$ cat config.mk
export PLATFORM = sky130hd
export DESIGN_NAME = sfp_ctrl_flat
export DESIGN_NICKNAME = d
export VERILOG_FILES = /design/src/rtl/sfp_pkg.sv /design/src/rtl/sfp_ctrl_if.sv /design/src/rtl/sfp_ctrl.sv /design/src/flat_wrapper.sv
export SDC_FILE = /design/constraint.sdc
export NUM_CORES = 1
export LEC_CHECK = 0
export ABC_AREA = 0
export CORE_MARGIN = 3
export CORE_UTILIZATION = 41
export CTS_CLUSTER_DIAMETER = 50
export DETAILED_ROUTE_END_ITERATION = 10
export GPL_TIMING_DRIVEN = 0
export PLACE_DENSITY_LB_ADDON = 0.1
export SLEW_MARGIN = 20
export SYNTH_ARGS = -nofsm -noshare
export SYNTH_HDL_FRONTEND = slang
export SYNTH_SLANG_ARGS = --single-unit
$ cat constraint.sdc
create_clock -name clk -period 3.7 [get_ports clk]
set_clock_uncertainty 0.2 [all_clocks]
set_input_delay 0.925 -clock clk [delete_from_list [all_inputs] [get_ports clk]]
set_output_delay 0.925 -clock clk [all_outputs]
set_load 0.03 [all_outputs]
$ cat src/rtl/sfp_pkg.sv
`default_nettype none
// ============================================================================
// Module      : sfp_pkg
// Description : Shared types and constants for the sfp accumulator bank.
// Revision    : 1.0
// ============================================================================
package sfp_pkg;

    localparam int PSUM_BW = 16;

    typedef enum logic [2:0] {
        ST_IDLE  = 3'd0,
        ST_CLEAR = 3'd1,
        ST_ACC   = 3'd2,
        ST_RELU  = 3'd3,
        ST_WRITE = 3'd4,
        ST_DONE  = 3'd5
    } state_t;

    // Counter width that can hold 0..n-1, never narrower than one bit.
    function automatic int cnt_w(input int n);
        return (n <= 1) ? 1 : $clog2(n);
    endfunction

endpackage
`default_nettype wire

$ cat src/rtl/sfp_ctrl_if.sv
`default_nettype none
// ============================================================================
// Module      : sfp_ctrl_if
// Description : Control, ofifo and psum-memory signals of the sfp sequencer.
// Revision    : 1.0
// ============================================================================
interface sfp_ctrl_if #(
    parameter int ADDR_W = 11
);
    logic              start;
    logic              relu_cfg;
    logic [ADDR_W-1:0] base_addr;
    logic              ofifo_valid;
    logic              ofifo_rd;
    logic              sfp_clr;
    logic              sfp_acc;
    logic              sfp_relu;
    logic              mem_wr_en;
    logic [ADDR_W-1:0] mem_wr_addr;
    logic              busy;
    logic              done;

    modport master (
        output start, relu_cfg, base_addr, ofifo_valid,
        input  ofifo_rd, sfp_clr, sfp_acc, sfp_relu, mem_wr_en, mem_wr_addr, busy, done
    );

    modport slave (
        input  start, relu_cfg, base_addr, ofifo_valid,
        output ofifo_rd, sfp_clr, sfp_acc, sfp_relu, mem_wr_en, mem_wr_addr, busy, done
    );
endinterface
`default_nettype wire

$ cat src/rtl/sfp_ctrl.sv
`default_nettype none
// ============================================================================
// Module      : sfp_ctrl
// Description : Per-pixel clear / accumulate / ReLU / write sequencer for one
//               column-bank of sfp accumulators.
// Revision    : 1.0
// ============================================================================
module sfp_ctrl
    import sfp_pkg::*;
#(
    parameter int NUM_TAPS = 9,
    parameter int NUM_PIX  = 16,
    parameter int ADDR_W   = 11
) (
    input  wire logic   clk,
    input  wire logic   reset,
    sfp_ctrl_if.slave   bus
);

    localparam int TAP_W = cnt_w(NUM_TAPS);
    localparam int PIX_W = cnt_w(NUM_PIX);
    localparam logic [TAP_W-1:0] C_TAP_LAST = TAP_W'(NUM_TAPS - 1);
    localparam logic [PIX_W-1:0] C_PIX_LAST = PIX_W'(NUM_PIX - 1);

    state_t            r_state;
    state_t            w_state_nxt;
    logic [TAP_W-1:0]  r_tap_cnt;
    logic [PIX_W-1:0]  r_pix_cnt;
    logic              r_cfg_relu;
    logic [ADDR_W-1:0] r_cfg_base;

    logic w_pop;
    logic w_last_tap;
    logic w_last_pix;

    assign w_pop      = (r_state == ST_ACC) && bus.ofifo_valid;
    assign w_last_tap = w_pop && (r_tap_cnt == C_TAP_LAST);
    assign w_last_pix = (r_pix_cnt == C_PIX_LAST);

    always_ff @(posedge clk or negedge reset) begin
        if (!reset) begin
            r_state <= ST_IDLE;
        end else begin
            r_state <= w_state_nxt;
        end
    end

    always_comb begin
        w_state_nxt = r_state;
        case (r_state)
            ST_IDLE:  if (bus.start) w_state_nxt = ST_CLEAR;
            ST_CLEAR: w_state_nxt = ST_ACC;
            ST_ACC:   if (w_last_tap) w_state_nxt = r_cfg_relu ? ST_RELU : ST_WRITE;
            ST_RELU:  w_state_nxt = ST_WRITE;
            ST_WRITE: w_state_nxt = w_last_pix ? ST_DONE : ST_CLEAR;
            ST_DONE:  w_state_nxt = ST_IDLE;
            default:  w_state_nxt = ST_IDLE;
        endcase
    end

    // Tap count is rezeroed in CLEAR, so its wrap after the last pop is harmless.
    always_ff @(posedge clk or negedge reset) begin
        if (!reset) begin
            r_tap_cnt  <= '0;
            r_pix_cnt  <= '0;
            r_cfg_relu <= 1'b0;
            r_cfg_base <= '0;
        end else begin
            case (r_state)
                ST_IDLE: begin
                    if (bus.start) begin
                        r_cfg_relu <= bus.relu_cfg;
                        r_cfg_base <= bus.base_addr;
                        r_pix_cnt  <= '0;
                    end
                end
                ST_CLEAR: r_tap_cnt <= '0;
                ST_ACC:   if (w_pop) r_tap_cnt <= r_tap_cnt + TAP_W'(1);
                ST_WRITE: if (!w_last_pix) r_pix_cnt <= r_pix_cnt + PIX_W'(1);
                default:  ;
            endcase
        end
    end

    // Everything except the ACC pop strobe is decoded from registered state.
    always_comb begin
        bus.ofifo_rd    = 1'b0;
        bus.sfp_clr     = 1'b0;
        bus.sfp_acc     = 1'b0;
        bus.sfp_relu    = 1'b0;
        bus.mem_wr_en   = 1'b0;
        bus.mem_wr_addr = '0;
        bus.busy        = (r_state != ST_IDLE);
        bus.done        = 1'b0;
        case (r_state)
            ST_CLEAR: bus.sfp_clr = 1'b1;
            ST_ACC: begin
                bus.sfp_acc  = bus.ofifo_valid;
                bus.ofifo_rd = bus.ofifo_valid;
            end
            ST_RELU:  bus.sfp_relu = 1'b1;
            ST_WRITE: begin
                bus.mem_wr_en   = 1'b1;
                bus.mem_wr_addr = r_cfg_base + ADDR_W'(r_pix_cnt);
            end
            ST_DONE:  bus.done = 1'b1;
            default:  ;
        endcase
    end

endmodule
`default_nettype wire

$ cat src/flat_wrapper.sv
// flat-port wrapper written by rule: the top's interface ports become plain ports
module sfp_ctrl_flat import sfp_pkg::*;
#(
    parameter int NUM_TAPS = 9,
    parameter int NUM_PIX  = 16,
    parameter int ADDR_W   = 11
)
  (clk, reset, bus_start, bus_relu_cfg, bus_base_addr, bus_ofifo_valid, bus_ofifo_rd, bus_sfp_clr, bus_sfp_acc, bus_sfp_relu, bus_mem_wr_en, bus_mem_wr_addr, bus_busy, bus_done);
  sfp_ctrl_if #(.ADDR_W(ADDR_W)) bus_i ();
  input  wire logic clk;
  input  wire logic reset;
  input wire logic [$bits(bus_i.start)-1:0] bus_start;
  input wire logic [$bits(bus_i.relu_cfg)-1:0] bus_relu_cfg;
  input wire logic [$bits(bus_i.base_addr)-1:0] bus_base_addr;
  input wire logic [$bits(bus_i.ofifo_valid)-1:0] bus_ofifo_valid;
  output wire logic [$bits(bus_i.ofifo_rd)-1:0] bus_ofifo_rd;
  output wire logic [$bits(bus_i.sfp_clr)-1:0] bus_sfp_clr;
  output wire logic [$bits(bus_i.sfp_acc)-1:0] bus_sfp_acc;
  output wire logic [$bits(bus_i.sfp_relu)-1:0] bus_sfp_relu;
  output wire logic [$bits(bus_i.mem_wr_en)-1:0] bus_mem_wr_en;
  output wire logic [$bits(bus_i.mem_wr_addr)-1:0] bus_mem_wr_addr;
  output wire logic [$bits(bus_i.busy)-1:0] bus_busy;
  output wire logic [$bits(bus_i.done)-1:0] bus_done;
  assign bus_i.start = bus_start;
  assign bus_i.relu_cfg = bus_relu_cfg;
  assign bus_i.base_addr = bus_base_addr;
  assign bus_i.ofifo_valid = bus_ofifo_valid;
  assign bus_ofifo_rd = bus_i.ofifo_rd;
  assign bus_sfp_clr = bus_i.sfp_clr;
  assign bus_sfp_acc = bus_i.sfp_acc;
  assign bus_sfp_relu = bus_i.sfp_relu;
  assign bus_mem_wr_en = bus_i.mem_wr_en;
  assign bus_mem_wr_addr = bus_i.mem_wr_addr;
  assign bus_busy = bus_i.busy;
  assign bus_done = bus_i.done;
  sfp_ctrl #(.NUM_TAPS(NUM_TAPS), .NUM_PIX(NUM_PIX), .ADDR_W(ADDR_W)) u_core (.clk(clk), .reset(reset), .bus(bus_i));
endmodule
### Word level (Yosys, flattened, before mapping)

Index checks and enable logic that the tools add are counted.

| word-level totals | value |
|---|---|
| flip-flop bits (word level) | 23 |
| bits of input ports | 16 |
| output and inout port bits | 18 |
| logic and storage cells | 45 |

| operators by class | value |
|---|---|
| $add $sub $neg | 3 |
| equal/unequal tests | 11 |
| mux-type cells | 16 |
| reduce and logical (&&, ||, !) cells | 10 |

Operators with widths:

| cell | number |
|---|---|
| 4-bit case mux with 2 select lines | 2 |
| 3-bit case mux with 5 select lines | 1 |
| 3-bit two-way mux | 4 |
| 4-bit two-way mux | 3 |
| 11-bit by 4-bit adder with 11-bit output | 1 |
| 11-bit two-way mux | 1 |
| 4-bit by 1-bit adder with 4-bit output, second input constant | 2 |
| 4-bit == test, second input constant | 2 |
| 3-bit by 2-bit == test with 1-bit output, second input constant | 2 |
| 3-bit == test, second input constant | 2 |
| 2-bit AND reduction | 3 |
| 1-bit two-way mux | 5 |
| 2-bit by 1-bit inequality test with 1-bit output, second input constant | 2 |
| 2-bit inequality test, second input constant | 2 |
| 2-bit nonzero test | 2 |
| 3-bit by 1-bit == test with 1-bit output, second input constant | 1 |
| 3-bit logical NOT | 1 |
| 3-bit AND reduction | 1 |
| 3-bit nonzero test | 1 |
| 1-bit logical AND | 2 |

### Depth between registers and ports, before layout

Gate-level depths: netlist of run 1.

| logic depth | value |
|---|---|
| word-level depth | 5 |
| gate-level depth with buffers | 6 |
| mapped depth without buffers | 6 |

### Least setup slack after synthesis of run 1

Ideal clock, no wire load.

| timing path | value |
|---|---|
| path kind | reg-to-output |
| start | register u_core.r_pix_cnt[0] |
| end | output bus_mem_wr_addr[4] |
| arrival | 2.182 ns |
| required time | 2.575 ns |
| slack | 0.393 ns |
| stages on the path, launching flop included | 6 |
| path buffers | 0 |
| path through | dfrtp_1 ha_1 fa_1 a211oi_1 nor2_1 nor3_1 |

| on the way | value |
|---|---|
| cells in the longest elaborated chain, start to end | 2 |

Ends and longest elaborated chain:

| element | RTL line | source |
|---|---|---|
| start, declared | sfp_ctrl.sv:28 | `logic [PIX_W-1:0] r_pix_cnt;` |
| start signal, assigned | sfp_ctrl.sv:79 | `ST_WRITE: if (!w_last_pix) r_pix_cnt <= r_pix_cnt + PIX_W'(1);` |
| 11-bit by 4-bit adder with 11-bit output | sfp_ctrl.sv:104 | `bus.mem_wr_addr = r_cfg_base + ADDR_W'(r_pix_cnt);` |
| 11-bit two-way mux | sfp_ctrl.sv:95 | `case (r_state)` |
| end, declared | flat_wrapper.sv:21 | `output wire logic [$bits(bus_i.mem_wr_addr)-1:0] bus_mem_wr_addr;` |

Every way passes these cells.

### Final worst setup path of run 1

| timing path | value |
|---|---|
| start | input bus_ofifo_valid |
| end | output bus_sfp_acc |

| on the way | value |
|---|---|
| cells in the longest elaborated chain, start to end | 1 |

Ends and longest elaborated chain:

| element | RTL line | source |
|---|---|---|
| start, declared | flat_wrapper.sv:15 | `input wire logic [$bits(bus_i.ofifo_valid)-1:0] bus_ofifo_valid;` |
| 1-bit two-way mux | sfp_ctrl.sv:95 |  |
| end, declared | flat_wrapper.sv:18 | `output wire logic [$bits(bus_i.sfp_acc)-1:0] bus_sfp_acc;` |

Every way passes these cells.

==> results.json, run 1 <==
{
  "status": "finished clean",
  "worstMarginPinSlew_ns": 0.539,
  "hold_path_class": "reg2reg",
  "grt_first_pass_wirelength_um": 5220,
  "fin_ws_ns": 0.0705,
  "die_area_um2": 4140,
  "final_cell_mix": "clkdlybuf4s50_1, dfrtp_1, nor2_1",
  "fmax_ghz": 0.276,
  "fillers": 307,
  "cts.sinks": 23,
  "fin_cells": 220,
  "die_x_um": 64.3,
  "crit_buf_inv": 3,
  "final_antenna_net_count": 0,
  "min_to": "u_core.r_cfg_base[3]$_DFFE_PN0P_",
  "synth_cells": 140,
  "ys_ff_latch": 23,
  "start_kind": "primary input",
  "min-delay-start": "u_core.r_cfg_base[3]$_DFFE_PN0P_",
  "syn_nets": 164,
  "rsz0062_at_grt": "no",
  "clkTransAtPathRegs_ns": 0.13,
  "clock_latency_ns": 0.31,
  "whs_path_depth": 1,
  "post_cts_buffers": 0,
  "slew_viol_final": 0,
  "final-setup-viol-count": 0,
  "num_vias": 1134,
  "netlist_area_um2": 1400,
  "pre_cts_ws_ns": -0.114,
  "required_ns": 2.57,
  "grt_usage_pct": 15.8,
  "port-buffer-count": 33,
  "worstRegToRegCells": 4,
  "routed_wl_um": 2960,
  "crit_chain": "clkdlybuf4s50_1 > and4bb_2 > buf_4 > clkdlybuf4s50_1",
  "min_period_ns": 3.63,
  "cp_top_family": "buffers and inverters",
  "initial_core_util_pct": 44.2,
  "netlist-cell-type-count": 37,
  "overflow": 0,
  "yosys_warnings": 0,
  "wl_per_cell_um": 13.5,
  "grt_pass1_vias": 1178,
  "finalCritPeriodShare_pct": 98.1,
  "drive_above_1_share_pct": 17.0,
  "worstReg2RegStart": "u_core.r_state[0]$_DFFE_PN0P_",
  "drc": 0,
  "dp_cells": 217,
  "die_height_um": 64.3,
  "hold_buffers": 0,
  "grt_max_degree": 24,
  "fin_nets": 201,
  "final_common_cell": "clkdlybuf4s50_1",
  "areaGrowthSynthToFinish_pct": 29.7,
  "max_stage_delay_ns": 0.66,
  "grt_antenna_before_repair": 0,
  "power.density_nw_per_um2": 711,
  "dpl.hpwl_um": 2230,
  "tritoncts": "built",
  "initialDrtViolationCount": 45,
  "crit_fanout": 8,
  "async_reset_ff_share_pct": 100,
  "hold_slack_ns": 0.344,
  "avgSynthCellArea_um2": 9.96,
  "r2r-end": "u_core.r_cfg_base[0]$_DFFE_PN0P_",
  "ioPinCount": 34,
  "seqCellArea_um2": 576,
  "r2r_setup_slack_ns": 1.62,
  "ys.flop_type": "dfrtp_1",
  "p_leak_nw": 0.837,
  "coreArea_um2": 3150,
  "routed_via_density": 5.15,
  "synth.yosys.seq_area_share_pct": 41.3,
  "total_power_mw": 1.29,
  "maxCapViolations": 0,
  "slowest_stage": "clkdlybuf4s50_1",
  "timing.slew.headroom_pct": 64.1,
  "place.gp.congestion": 0.819,
  "cts_buffer_depth": 2,
  "crit_arrival_ns": 2.50,
  "root_buffer": "clkbuf_4",
  "synth-edff-count": 0,
  "vdd_ir_drop_max_mv": 0.342,
  "path_class": "in2out",
  "num_rows": 20,
  "worst_setup_path_end_kind": "primary output",
  "multi_input_area_um2": 771,
  "finalHoldViolCount": 0,
  "cp_common_cell": "clkdlybuf4s50_1",
  "fin_tns_setup_ns": 0,
  "insertedDiodeCount": 0,
  "cts-buffers-inserted": 3,
  "dr.pass1.iters": 4,
  "htreeDepth": 1
}
power by group:
| group | leakage, nW | internal, mW | switching (mW) |
|---|---|---|---|
| Clock | 0.0150 | 0.0421 | 0.0759 |
| Combinational | 0.532 | 0.328 | 0.362 |
| Sequential | 0.290 | 0.357 | 0.122 |
| Total | 0.837 | 0.727 | 0.560 |
per-layer routing:
metal | global-route usage, % | share of wire [%] | vias up
met5 | 0 | 0 | -
met4 | 7.92 | 0.61 | 0
met3 | 2.46 | 3.4 | 2
met2 | 27.8 | 51 | 16
met1 | 18.5 | 45 | 548
li1 | - | - | 568
layout make-up:
class,count,area share [%]
buffer,3,1.45
inverter,10,2.07
clock buffer,4,1.45
timing repair buffer,33,17.6
tap,44,3.04
sequential,23,31.8
multi-input combinational,103,42.6
cells by family after synthesis:
group	Yosys count	share of synthesized area, %
flops	23	41.3
simple gates	48	18.0
mux	12	9.69
xor+xnor	8	5.02
buf+inv	14	4.84
compound gates	27	13.5
fa+ha+maj	8	7.71
cell usage after synthesis, types with 3 or more instances:
master | instances | area share (%)
xnor2_1 | 6 | 3.8
nand3_1 | 4 | 1.4
nor2_1 | 18 | 4.8
nand2_1 | 7 | 1.9
a31oi_1 | 4 | 1.8
a21oi_1 | 6 | 2.2
inv_1 | 10 | 2.7
ha_1 | 7 | 6.3
nor3_1 | 5 | 1.8
nand2b_1 | 3 | 1.3
dfrtp_1 | 23 | 41
o21ai_0 | 4 | 1.4
mux2_2 | 12 | 9.7
state kept, by name, summed over array words and instances (netlist names):
register and flops:
u_core.r_cfg_base 11, u_core.r_cfg_relu 1, u_core.r_pix_cnt 4, u_core.r_state 3, u_core.r_tap_cnt 4
repair_timing:
item	in CTS	in global routing
endpoints found under the setup margin	9	7
resized for setup	7	11
pin swaps	0	1
hold endpoints to repair	0	0
through the flow:
stage | utilization [%] | instance area, um^2
floorplan | - | 1400
global placement | 56.5 | 1780
detailed placement | 56.5 | 1780
CTS | 57.4 | 1810
global route | 57.4 | 1810
finish | 57.4 | 1810
worst max path at each step:
stage,from,endpoint,slack (ns),depth (start not counted)
3_5_place_dp,bus_ofifo_valid,bus_sfp_acc,-0.11,5
3_3_place_gp,bus_ofifo_valid,bus_sfp_acc,-0.10,5
4_1_cts,u_core.r_pix_cnt[2]$_DFFE_PN0P_,bus_mem_wr_addr[9],0.01,6
5_1_grt,u_core.r_pix_cnt[0]$_DFFE_PN0P_,bus_mem_wr_addr[10],0.005,7
2_1_floorplan,u_core.r_pix_cnt[0]$_DFFE_PN0P_,bus_mem_wr_addr[4],0.39,5
6_report,bus_ofifo_valid,bus_sfp_acc,0.07,4
(Power assumes the default switching activity.)
==> run 2, diff against run 1 <==
--- a/config.mk
+++ b/config.mk
@@ -10,6 +10,7 @@
 export CORE_UTILIZATION = 41
 export CTS_CLUSTER_DIAMETER = 50
 export DETAILED_ROUTE_END_ITERATION = 10
+export GPL_ROUTABILITY_DRIVEN = 0
 export GPL_TIMING_DRIVEN = 0
 export PLACE_DENSITY_LB_ADDON = 0.1
 export SLEW_MARGIN = 20
==> results of run 2 <==
The final DEF is identical to that of run 1; final timing and power are the same.
==> run 3, diff against run 2 <==
--- a/config.mk
+++ b/config.mk
@@ -13,6 +13,7 @@
 export GPL_ROUTABILITY_DRIVEN = 0
 export GPL_TIMING_DRIVEN = 0
 export PLACE_DENSITY_LB_ADDON = 0.1
+export RECOVER_POWER = 50
 export SLEW_MARGIN = 20
 export SYNTH_ARGS = -nofsm -noshare
 export SYNTH_HDL_FRONTEND = slang
==> results.json, run 3 (synthesis results as in run 1) <==
{
  "worst_setup_path_end_kind": "primary output",
  "overflow": 0,
  "die_height_um": 64.3,
  "largest_register_ffs": 11,
  "grt_pass1_vias": 1178,
  "hold_slack_ns": 0.345,
  "crit_arrival_ns": 2.50,
  "die_x_um": 64.3,
  "num_vias": 1146,
  "ioPinCount": 34,
  "multi_input_area_um2": 763,
  "vdd_ir_drop_max_mv": 0.337,
  "cts-buffers-inserted": 3,
  "final_util_pct": 57.0,
  "final_antenna_net_count": 0,
  "insertedDiodeCount": 0,
  "cp_common_cell": "clkdlybuf4s50_1",
  "finalCritPeriodShare_pct": 98.1,
  "crit_fanout": 8,
  "cts_buffer_depth": 2,
  "crit_buf_inv": 3,
  "grt_first_pass_wirelength_um": 5220,
  "grt_antenna_before_repair": 0,
  "final-setup-viol-count": 0,
  "num_rows": 20,
  "maxCapViolations": 0,
  "coreArea_um2": 3150,
  "status": "finished clean",
  "drc": 0,
  "tritoncts": "built",
  "root_buffer": "clkbuf_4",
  "regMostFlops": "u_core.r_cfg_base",
  "routed_wl_um": 2950,
  "areaGrowthSynthToFinish_pct": 28.8,
  "worstMarginPinSlew_ns": 1.28,
  "start_kind": "primary input",
  "path_class": "in2out",
  "grt_usage_pct": 15.8,
  "slew_viol_final": 0,
  "fmax_ghz": 0.275,
  "fin_nets": 201,
  "final_common_cell": "clkdlybuf4s50_1",
  "die_area_um2": 4140,
  "fillers": 312,
  "final_cell_mix": "clkdlybuf4s50_1, dfrtp_1, nor2_1",
  "cts.sinks": 23,
  "dpl.hpwl_um": 2230,
  "post_cts_buffers": 0,
  "power.density_nw_per_um2": 710,
  "timing.slew.headroom_pct": 14.9,
  "grt_max_degree": 24,
  "port-buffer-count": 33,
  "rsz0062_at_grt": "no",
  "p_leak_nw": 0.830,
  "initialDrtViolationCount": 45,
  "required_ns": 2.57,
  "wl_per_cell_um": 13.4,
  "min_period_ns": 3.63,
  "htreeDepth": 1,
  "cp_top_family": "buffers and inverters",
  "fin_tns_setup_ns": 0,
  "reg_top3": "u_core.r_cfg_base (11), u_core.r_pix_cnt (4), u_core.r_tap_cnt (4)",
  "routed_via_density": 5.21,
  "clock_latency_ns": 0.31,
  "dr.pass1.iters": 4,
  "initial_core_util_pct": 44.2,
  "hold_path_class": "reg2reg",
  "seqCellArea_um2": 576,
  "drive_above_1_share_pct": 15.3,
  "clkTransAtPathRegs_ns": 0.13,
  "finalHoldViolCount": 0,
  "max_stage_delay_ns": 0.66,
  "crit_chain": "clkdlybuf4s50_1 > and4bb_2 > buf_4 > clkdlybuf4s50_1",
  "slowest_stage": "clkdlybuf4s50_1"
}
-- run 3: power breakdown --
part           switching, mW  total, mW  internal [mW]
Combinational          0.358      0.680          0.322
Clock                 0.0753      0.117         0.0420
Sequential             0.121      0.478          0.357
Total                  0.554       1.28          0.721
-- run 3: worst paths after layout --
kind	start	end	depth (start not counted)	slack (ns)
max	bus_ofifo_valid	bus_sfp_acc	4	0.07
min	u_core.r_cfg_base[3]$_DFFE_PN0P_	u_core.r_cfg_base[3]$_DFFE_PN0P_	1	0.34
max reg2reg	u_core.r_state[0]$_DFFE_PN0P_	u_core.r_cfg_base[0]$_DFFE_PN0P_	4	1.09
min reg2reg	u_core.r_cfg_base[3]$_DFFE_PN0P_	u_core.r_cfg_base[3]$_DFFE_PN0P_	1	0.34
max in group asynchronous	reset	u_core.r_cfg_relu$_DFFE_PN0P_	1	1.89
min in group asynchronous	reset	u_core.r_cfg_base[5]$_DFFE_PN0P_	1	0.66
-- run 3: layout make-up --
cell class	count	share of cell area, %
sequential	23	32.0
inverter	10	2.09
timing repair buffer	33	17.6
clock buffer	4	1.46
buffer	3	1.25
multi-input combinational	103	42.5
tap	44	3.06
-- run 3: per-layer routing --
layer	vias up	global-route usage (%)	part of all wire, %
li1	569	-	-
met1	555	18.5	44
met2	20	27.8	52
met3	2	2.46	3.9
met4	0	7.92	0.61
met5	-	0	0
-- run 3: through the flow --
| step | instance area (um^2) | cells | setup WS, ns | power, mW |
|---|---|---|---|---|
| floorplan | 1400 | 140 | 0.393 | 0.955 |
| global placement | 1780 | 217 | -0.103 | 1.15 |
| detailed placement | 1780 | 217 | -0.114 | 1.18 |
| CTS | 1810 | 220 | 0.00959 | 1.30 |
| global route | 1800 | 220 | 0.00534 | 1.39 |
| finish | 1800 | 220 | 0.0702 | 1.28 |
-- run 3: repair_timing --
item / in CTS / in global routing
pin swaps: 0 / 1
gates resized for setup: 7 / 11
hold buffers: 0 / 0
endpoints found under the setup margin: 9 / 7
